[src/rtl/instr_fetch_unit_if.sv]
// Fetch-side bundle: instruction-memory read port, decode handoff, and execute redirects.
// The fetch unit uses the master modport. The memory/decode/execute side uses the slave modport.
interface instr_fetch_unit_if;
  logic        imem_req;
  logic [31:0] imem_addr;
  logic        imem_ack;
  logic [31:0] imem_data;
  logic        instr_valid;
  logic [31:0] instr;
  logic [31:0] instr_pc;
  logic        instr_ready;
  logic        redirect_valid;
  logic [31:0] redirect_pc;

  modport master (
    output imem_req, imem_addr, instr_valid, instr, instr_pc,
    input  imem_ack, imem_data, instr_ready, redirect_valid, redirect_pc
  );

  modport slave (
    input  imem_req, imem_addr, instr_valid, instr, instr_pc,
    output imem_ack, imem_data, instr_ready, redirect_valid, redirect_pc
  );
endinterface

[src/rtl/instr_fetch_unit.sv]
// Instruction fetch: keeps one imem read in flight, buffers {pc, word} in a small FIFO, and flushes on redirect.
// Optional macro IFU_BYPASS_EN: when the FIFO is empty, an ack is forwarded to decode in the same cycle.
module instr_fetch_unit #(
  parameter logic [31:0] RESET_PC   = 32'h0000_0000,
  parameter int unsigned FIFO_DEPTH = 2
) (
  input logic                clk,
  input logic                reset,
  instr_fetch_unit_if.master bus
);
  localparam int unsigned      PTR_W   = $clog2(FIFO_DEPTH);
  localparam int unsigned      CNT_W   = PTR_W + 1;
  localparam logic [CNT_W-1:0] DEPTH_C = CNT_W'(FIFO_DEPTH);

  typedef enum logic [1:0] {IDLE, REQ, DROP} state_t;
  typedef struct packed {
    logic [31:0] pc;
    logic [31:0] word;
  } entry_t;

  state_t           state;
  logic [31:0]      fetch_pc;
  logic [31:0]      imem_addr_q;
  logic             imem_req_q;
  entry_t           mem [FIFO_DEPTH];
  logic [PTR_W-1:0] rd_ptr, wr_ptr, rd_ptr_next;
  logic [CNT_W-1:0] count, count_after_pop, count_next;
  entry_t           head_q, head_next, push_entry;
  logic             ack_fetch, bypass_hit, push, pop;
  logic [31:0]      redirect_tgt, pc_inc;

  assign redirect_tgt = bus.redirect_pc & ~32'h3;
  assign pc_inc       = fetch_pc + 32'd4;

  // An ack is only accepted in REQ. Acks in DROP are discarded, and acks in IDLE are ignored.
  assign ack_fetch = (state == REQ) && bus.imem_ack && !bus.redirect_valid;

`ifdef IFU_BYPASS_EN
  assign bypass_hit = ack_fetch && (count == '0);
`else
  assign bypass_hit = 1'b0;
`endif

  assign pop             = (count != '0) && bus.instr_ready;
  assign push            = ack_fetch && !(bypass_hit && bus.instr_ready);
  assign push_entry      = '{pc: fetch_pc, word: bus.imem_data};
  assign count_after_pop = count - CNT_W'(pop);
  assign count_next      = count_after_pop + CNT_W'(push);
  assign rd_ptr_next     = pop ? rd_ptr + PTR_W'(1) : rd_ptr;
  // If nothing survives the pop, the incoming word becomes the new head.
  assign head_next       = (count_after_pop == '0) ? push_entry : mem[rd_ptr_next];

  assign bus.imem_req    = imem_req_q;
  assign bus.imem_addr   = imem_addr_q;
  assign bus.instr_valid = (count != '0) || bypass_hit;
  assign bus.instr       = bypass_hit ? bus.imem_data : head_q.word;
  assign bus.instr_pc    = bypass_hit ? fetch_pc      : head_q.pc;

  // NOTE: storage has no reset; count/pointers gate validity, so clearing the array would be wasted logic.
  always_ff @(posedge clk) begin
    if (push) mem[wr_ptr] <= push_entry;
  end

  // NOTE: state uses non-blocking assignments under an async reset so every flop updates from pre-edge values.
  always_ff @(posedge clk or posedge reset) begin
    if (reset) begin
      state       <= IDLE;
      fetch_pc    <= RESET_PC;
      imem_addr_q <= RESET_PC;
      imem_req_q  <= 1'b0;
      rd_ptr      <= '0;
      wr_ptr      <= '0;
      count       <= '0;
      head_q      <= '0;
    end else if (bus.redirect_valid) begin
      fetch_pc <= redirect_tgt;
      rd_ptr   <= '0;
      wr_ptr   <= '0;
      count    <= '0;
      // A read still in flight without an ack must be allowed to complete, so wait in DROP.
      if ((state != IDLE) && !bus.imem_ack) begin
        state <= DROP;
      end else begin
        state       <= REQ;
        imem_req_q  <= 1'b1;
        imem_addr_q <= redirect_tgt;
      end
    end else begin
      if (push) wr_ptr <= wr_ptr + PTR_W'(1);
      rd_ptr <= rd_ptr_next;
      count  <= count_next;
      if (count_next != '0) head_q <= head_next;
      case (state)
        IDLE: begin
          if (count_after_pop < DEPTH_C) begin
            state       <= REQ;
            imem_req_q  <= 1'b1;
            imem_addr_q <= fetch_pc;
          end
        end
        REQ: begin
          if (bus.imem_ack) begin
            fetch_pc <= pc_inc;
            if (count_next < DEPTH_C) begin
              imem_addr_q <= pc_inc;
            end else begin
              state      <= IDLE;
              imem_req_q <= 1'b0;
            end
          end
        end
        DROP: begin
          if (bus.imem_ack) begin
            state       <= REQ;
            imem_addr_q <= fetch_pc;
          end
        end
        default: begin
          state      <= IDLE;
          imem_req_q <= 1'b0;
        end
      endcase
    end
  end
endmodule

[src/flat_wrapper.sv]
// flat-port wrapper written by rule: the top's interface ports become plain ports
module instr_fetch_unit_flat 
#(
  parameter logic [31:0] RESET_PC   = 32'h0000_0000,
  parameter int unsigned FIFO_DEPTH = 2
)
  (clk, reset, bus_imem_req, bus_imem_addr, bus_instr_valid, bus_instr, bus_instr_pc, bus_imem_ack, bus_imem_data, bus_instr_ready, bus_redirect_valid, bus_redirect_pc);
  instr_fetch_unit_if bus_i ();
  input logic clk;
  input logic reset;
  output wire logic [$bits(bus_i.imem_req)-1:0] bus_imem_req;
  output wire logic [$bits(bus_i.imem_addr)-1:0] bus_imem_addr;
  output wire logic [$bits(bus_i.instr_valid)-1:0] bus_instr_valid;
  output wire logic [$bits(bus_i.instr)-1:0] bus_instr;
  output wire logic [$bits(bus_i.instr_pc)-1:0] bus_instr_pc;
  input wire logic [$bits(bus_i.imem_ack)-1:0] bus_imem_ack;
  input wire logic [$bits(bus_i.imem_data)-1:0] bus_imem_data;
  input wire logic [$bits(bus_i.instr_ready)-1:0] bus_instr_ready;
  input wire logic [$bits(bus_i.redirect_valid)-1:0] bus_redirect_valid;
  input wire logic [$bits(bus_i.redirect_pc)-1:0] bus_redirect_pc;
  assign bus_imem_req = bus_i.imem_req;
  assign bus_imem_addr = bus_i.imem_addr;
  assign bus_instr_valid = bus_i.instr_valid;
  assign bus_instr = bus_i.instr;
  assign bus_instr_pc = bus_i.instr_pc;
  assign bus_i.imem_ack = bus_imem_ack;
  assign bus_i.imem_data = bus_imem_data;
  assign bus_i.instr_ready = bus_instr_ready;
  assign bus_i.redirect_valid = bus_redirect_valid;
  assign bus_i.redirect_pc = bus_redirect_pc;
  instr_fetch_unit #(.RESET_PC(RESET_PC), .FIFO_DEPTH(FIFO_DEPTH)) u_core (.clk(clk), .reset(reset), .bus(bus_i));
endmodule
[config.mk]
export PLATFORM = sky130hd
export DESIGN_NAME = instr_fetch_unit_flat
export DESIGN_NICKNAME = d
export VERILOG_FILES = /design/src/rtl/instr_fetch_unit_if.sv /design/src/rtl/instr_fetch_unit.sv /design/src/flat_wrapper.sv
export SDC_FILE = /design/constraint.sdc
export NUM_CORES = 1
export LEC_CHECK = 0
export ABC_AREA = 1
export CAP_MARGIN = 10
export CORE_MARGIN = 2
export CORE_UTILIZATION = 59
export DETAILED_ROUTE_END_ITERATION = 8
export PLACE_DENSITY = 0.87
export SYNTH_ARGS = -nofsm -noshare
export SYNTH_HDL_FRONTEND = slang
export SYNTH_SLANG_ARGS = --single-unit
[constraint.sdc]
create_clock -name clk -period 8.55 [get_ports clk]
set_clock_uncertainty 0.05 [all_clocks]
set_input_delay 2.565 -clock clk [delete_from_list [all_inputs] [get_ports clk]]
set_output_delay 2.565 -clock clk [all_outputs]
set_load 0.01 [all_outputs]
==> summary.txt <==
Synth
  – FF+latch count, synth: 254
  – Most frequent cell after synthesis: nand2_1
  – Synth top area cells: edfxtp_1, dfrtp_1, nand2_1
  – Number of synthesis warnings: 0
  – Post-synth cell types: 35
  – Mapped Area: 11700 um^2
  – Post-synth EDFFs: 124
  – Post-Synth Adder-Cell Area: 0.640%
  – Async SR Flop Fraction: 51.2%
  – Synth Area in XOR/XNOR: 0.672%
  – Complex-gate fraction of the synthesized area: 11.2%
  – Syn Inst Count: 1271
  – Predominant post-synthesis flop cell: dfrtp_1
  – Largest family of logic cells by synthesized area: simple AND/OR/NAND/NOR gates
  – Post-synthesis simple-gate area fraction: 21.8%
  – Seq/Total Area, Yosys: 59.4%
  – Post-Syn Area per Cell: 9.23 um^2
  – Commonest cells in the netlist: nand2_1, nand3_1, dfrtp_1, edfxtp_1
  – Mux contribution to synthesized area: 0%
  – Cell taking the most area after synthesis: edfxtp_1
  – Top cell type's share of synthesized area: approximately a third

CTS
  – CTS buffer count: 26
  – Worst-case clock buffer depth: 3
  – Post-CTS Setup Inserts: 0
  – Root Buffer: clkbuf_16
  – H-tree levels: 1
  – CTS Hold Bufs: 0
  – Post_cts resized: 0
  – Clk slew on worst S/H paths: 60 ps
  – Clock Latency Late Sink: 520 ps
  – CTS tree: built
  – Clk sinks: approximately 250

Setup path
  – CP peak stage delay: 610 ps
  – Reg2Reg Setup Slack: 4530 ps
  – CP Class: in2reg
  – Slowest CP cell: buf_4
  – Critical Path AT: 5620 ps
  – Crit start category: primary input
  – Crit path max-delay family: buffers and inverters
  – CP Buf/Inv Count: 5
  – Crit path top cell by count: nand2_1
  – CP max FO: 64
  – Critical path cell sequence: clkdlybuf4s50_1 > nand2_2 > inv_2 > ha_1 > inv_1 > ha_1 > xor2_1 > nand2_1 > nand2_1 > clkinv_2 > buf_4 > nand2_1 > o21ai_1
  – CP required: 8850 ps
  – Worst Reg2Reg Path Length in Cells: 12
  – R2r endpoint: u_core.bus.instr_pc[16]
  – Critical Path End Type: register
  – R2r startpoint: u_core.state[1]

Floorplanning
  – Die height: 145 um
  – Die width: 145 um
  – Die area: between 20000 and 25000 um^2
  – Initial core utilization: 60.3%
  – Num rows: just over 50
  – Core area: 19500 um^2
  – Top Ports: 167

Drt
  – Antenna Violating Nets Remaining: 0
  – Post-route DRC: 0
  – Vias: between 9000 and 10000
  – WL met3: 2150 um
  – Drt first pass iters: 6
  – Met1 Wirelength: 11800 um
  – Drt via density: 5.67
  – Metal2 WL: 13700 um
  – Drt total wl: 28200 um
  – Routed length per instance: about 17 um
  – Drt initial violations: approximately 950
  – Max layer used: met4

Final layout
  – Nets: 1472
  – Share of layout cells above drive strength 1: 5.79%
  – Post-route cell area: 14200 um^2
  – Synthesis-to-layout area growth: 21.3%
  – Ant. Diodes: 0
  – Filler cells: approximately 1400

Timing
  – Fin crit share: 62.2%
  – Fmax: 0.188 GHz
  – Sum Neg Setup Slack: 0 ps
  – Pins Over Slew Limit: 0
  – Max_slew headroom: 24.0%
  – Slew @ Worst Pin: 1140 ps
  – Unrepaired setup endpoints after global routing: no
  – Final-report hold violation count: 0
  – Final setup violation count: 0
  – Fin worst setup slack: between 3000 and 4000 ps
  – Tmin final: 5320 ps

Power
  – Psw: ~2.1 mW
  – Peak supply drop: 0.000323 V
  – Switch share: 39.5%
  – Static leakage: between 5 and 6 nW
  – Cell Pwr Density: 376 nW/um^2
  – Gate power share: 43.5%
  – Internal power: 3.24 mW
  – Clock group share of total power: 21.8%
  – Pwr Total: 5.36 mW
  – Seq pwr share: 34.7%

Placed design
  – Placed Area: 13300 um^2
  – Setup WS pre-CTS: between 2000 and 3000 ps
  – Routability Congestion: 0.875
  – Port buffer count: 162
  – HPWL Detailed: roughly 17000 um

GRT
  – GRT Resource Usage Total: 26.5%
  – Antenna violations before repair: 0
  – Total gr overflow: 0
  – First-pass GRT wire length: 46000 um
  – Pin count of the biggest net entering global routing: 125
  – Vias in the first global route: a little over 9000

Hold path
  – Hold Path Depth: 2
  – HP Class: reg2reg
  – Hold Startpoint: u_core.bus.imem_req
  – Hold Path End: u_core.bus.imem_req

Run
  – Max cap viols: 0

Status
  – Status: complete, no violations
==> cells by family (layout without fill, tap and decap cells) <==
logic type | after synthesis | after routing
other | 1 | 2
buffers and inverters | 150 | 295
xor gates and xnor gates | 9 | 9
adders and majority gates | 6 | 6
DFF | 254 | 254
and+or+nand+nor | 604 | 604
AOI/OAI and AO/OA | 247 | 247
==> layout make-up <==
| cell class | count | area, um^2 | area share (%) |
|---|---|---|---|
| clock inverters | 10 | 60.1 | 0.422 |
| well taps | 265 | 332 | 2.33 |
| multi-input cells | 868 | 4050 | 28.4 |
| inverters | 77 | 299 | 2.10 |
| repair buffers | 170 | 1680 | 11.8 |
| flip-flops and latches | 254 | 6980 | 49.0 |
| clock buffers | 38 | 852 | 5.98 |
==> routing by layer <==
layer | global-route usage (%) | vias up
li1 | - | 4541
met2 | 44.7 | 394
met4 | 8.51 | 0
met5 | 0 | -
met1 | 35.9 | 4556
met3 | 3.90 | 52
==> power groups by stage <==
| stage | Clock, mW | Sequential [mW] | Combinational (mW) |
|---|---|---|---|
| finish | 1.17 | 1.86 | 2.33 |
| global route | 1.23 | 1.90 | 2.60 |
| CTS | 1.18 | 1.86 | 2.34 |
| detailed placement | 0 | 1.87 | 2.32 |
| global placement | 0 | 1.86 | 2.23 |
| floorplan | 0 | 1.93 | 1.51 |
==> worst min-delay path: stages (launching register included) <==
cell	delay (ps)
dfrtp_1	350
nand2_1	50
nand2_1	50
==> stage by stage <==
stage                     util, %  std cells  hold WS, ps
after floorplan                 -       1272          393
after global placement       68.5       1634          405
after global routing         73.2       1682          458
after CTS                    73.2       1682          431
after detailed placement     68.5       1634          414
final                        73.2       1682          427
==> state kept, by name, indices dropped and copies added (netlist names) <==
| register | cells |
|---|---|
| u_core.rd_ptr | 1 |
| u_core.fetch_pc | 30 |
| u_core.state | 2 |
| u_core.bus.instr_pc | 30 |
| u_core.bus.imem_addr | 31 |
| u_core.bus.instr | 32 |
| u_core.wr_ptr | 1 |
| u_core.count | 2 |
| u_core.bus.imem_req | 1 |
| u_core.mem | 124 |
==> placed cells by master, fill, tap and decap left out, types with 8 or more instances in the layout <==
cell type	instances
nand2_1	335
edfxtp_1	124
buf_4	8
dfrtp_1	130
inv_1	68
clkdlybuf4s50_1	161
o21ai_0	90
o211ai_1	19
o21ai_1	65
nand3_1	155
a21oi_1	63
clkbuf_16	31
xor2_1	8
nor2_1	88
==> worst max path at each step <==
stage,from,end,slack [ps],cells past startpoint
final,bus_instr_ready,u_core.bus.instr_pc[16],3230,13
after CTS,bus_instr_ready,u_core.bus.instr_pc[16],3240,13
after global placement,bus_imem_ack,u_core.mem[1][4],2890,7
after floorplan,bus_redirect_valid,u_core.mem[0][0],2350,4
after global routing,bus_instr_ready,u_core.bus.instr_pc[16],3040,13
after detailed placement,bus_instr_ready,u_core.bus.instr_pc[7],2820,13
No activity file was read; power rests on OpenSTA's default activity.
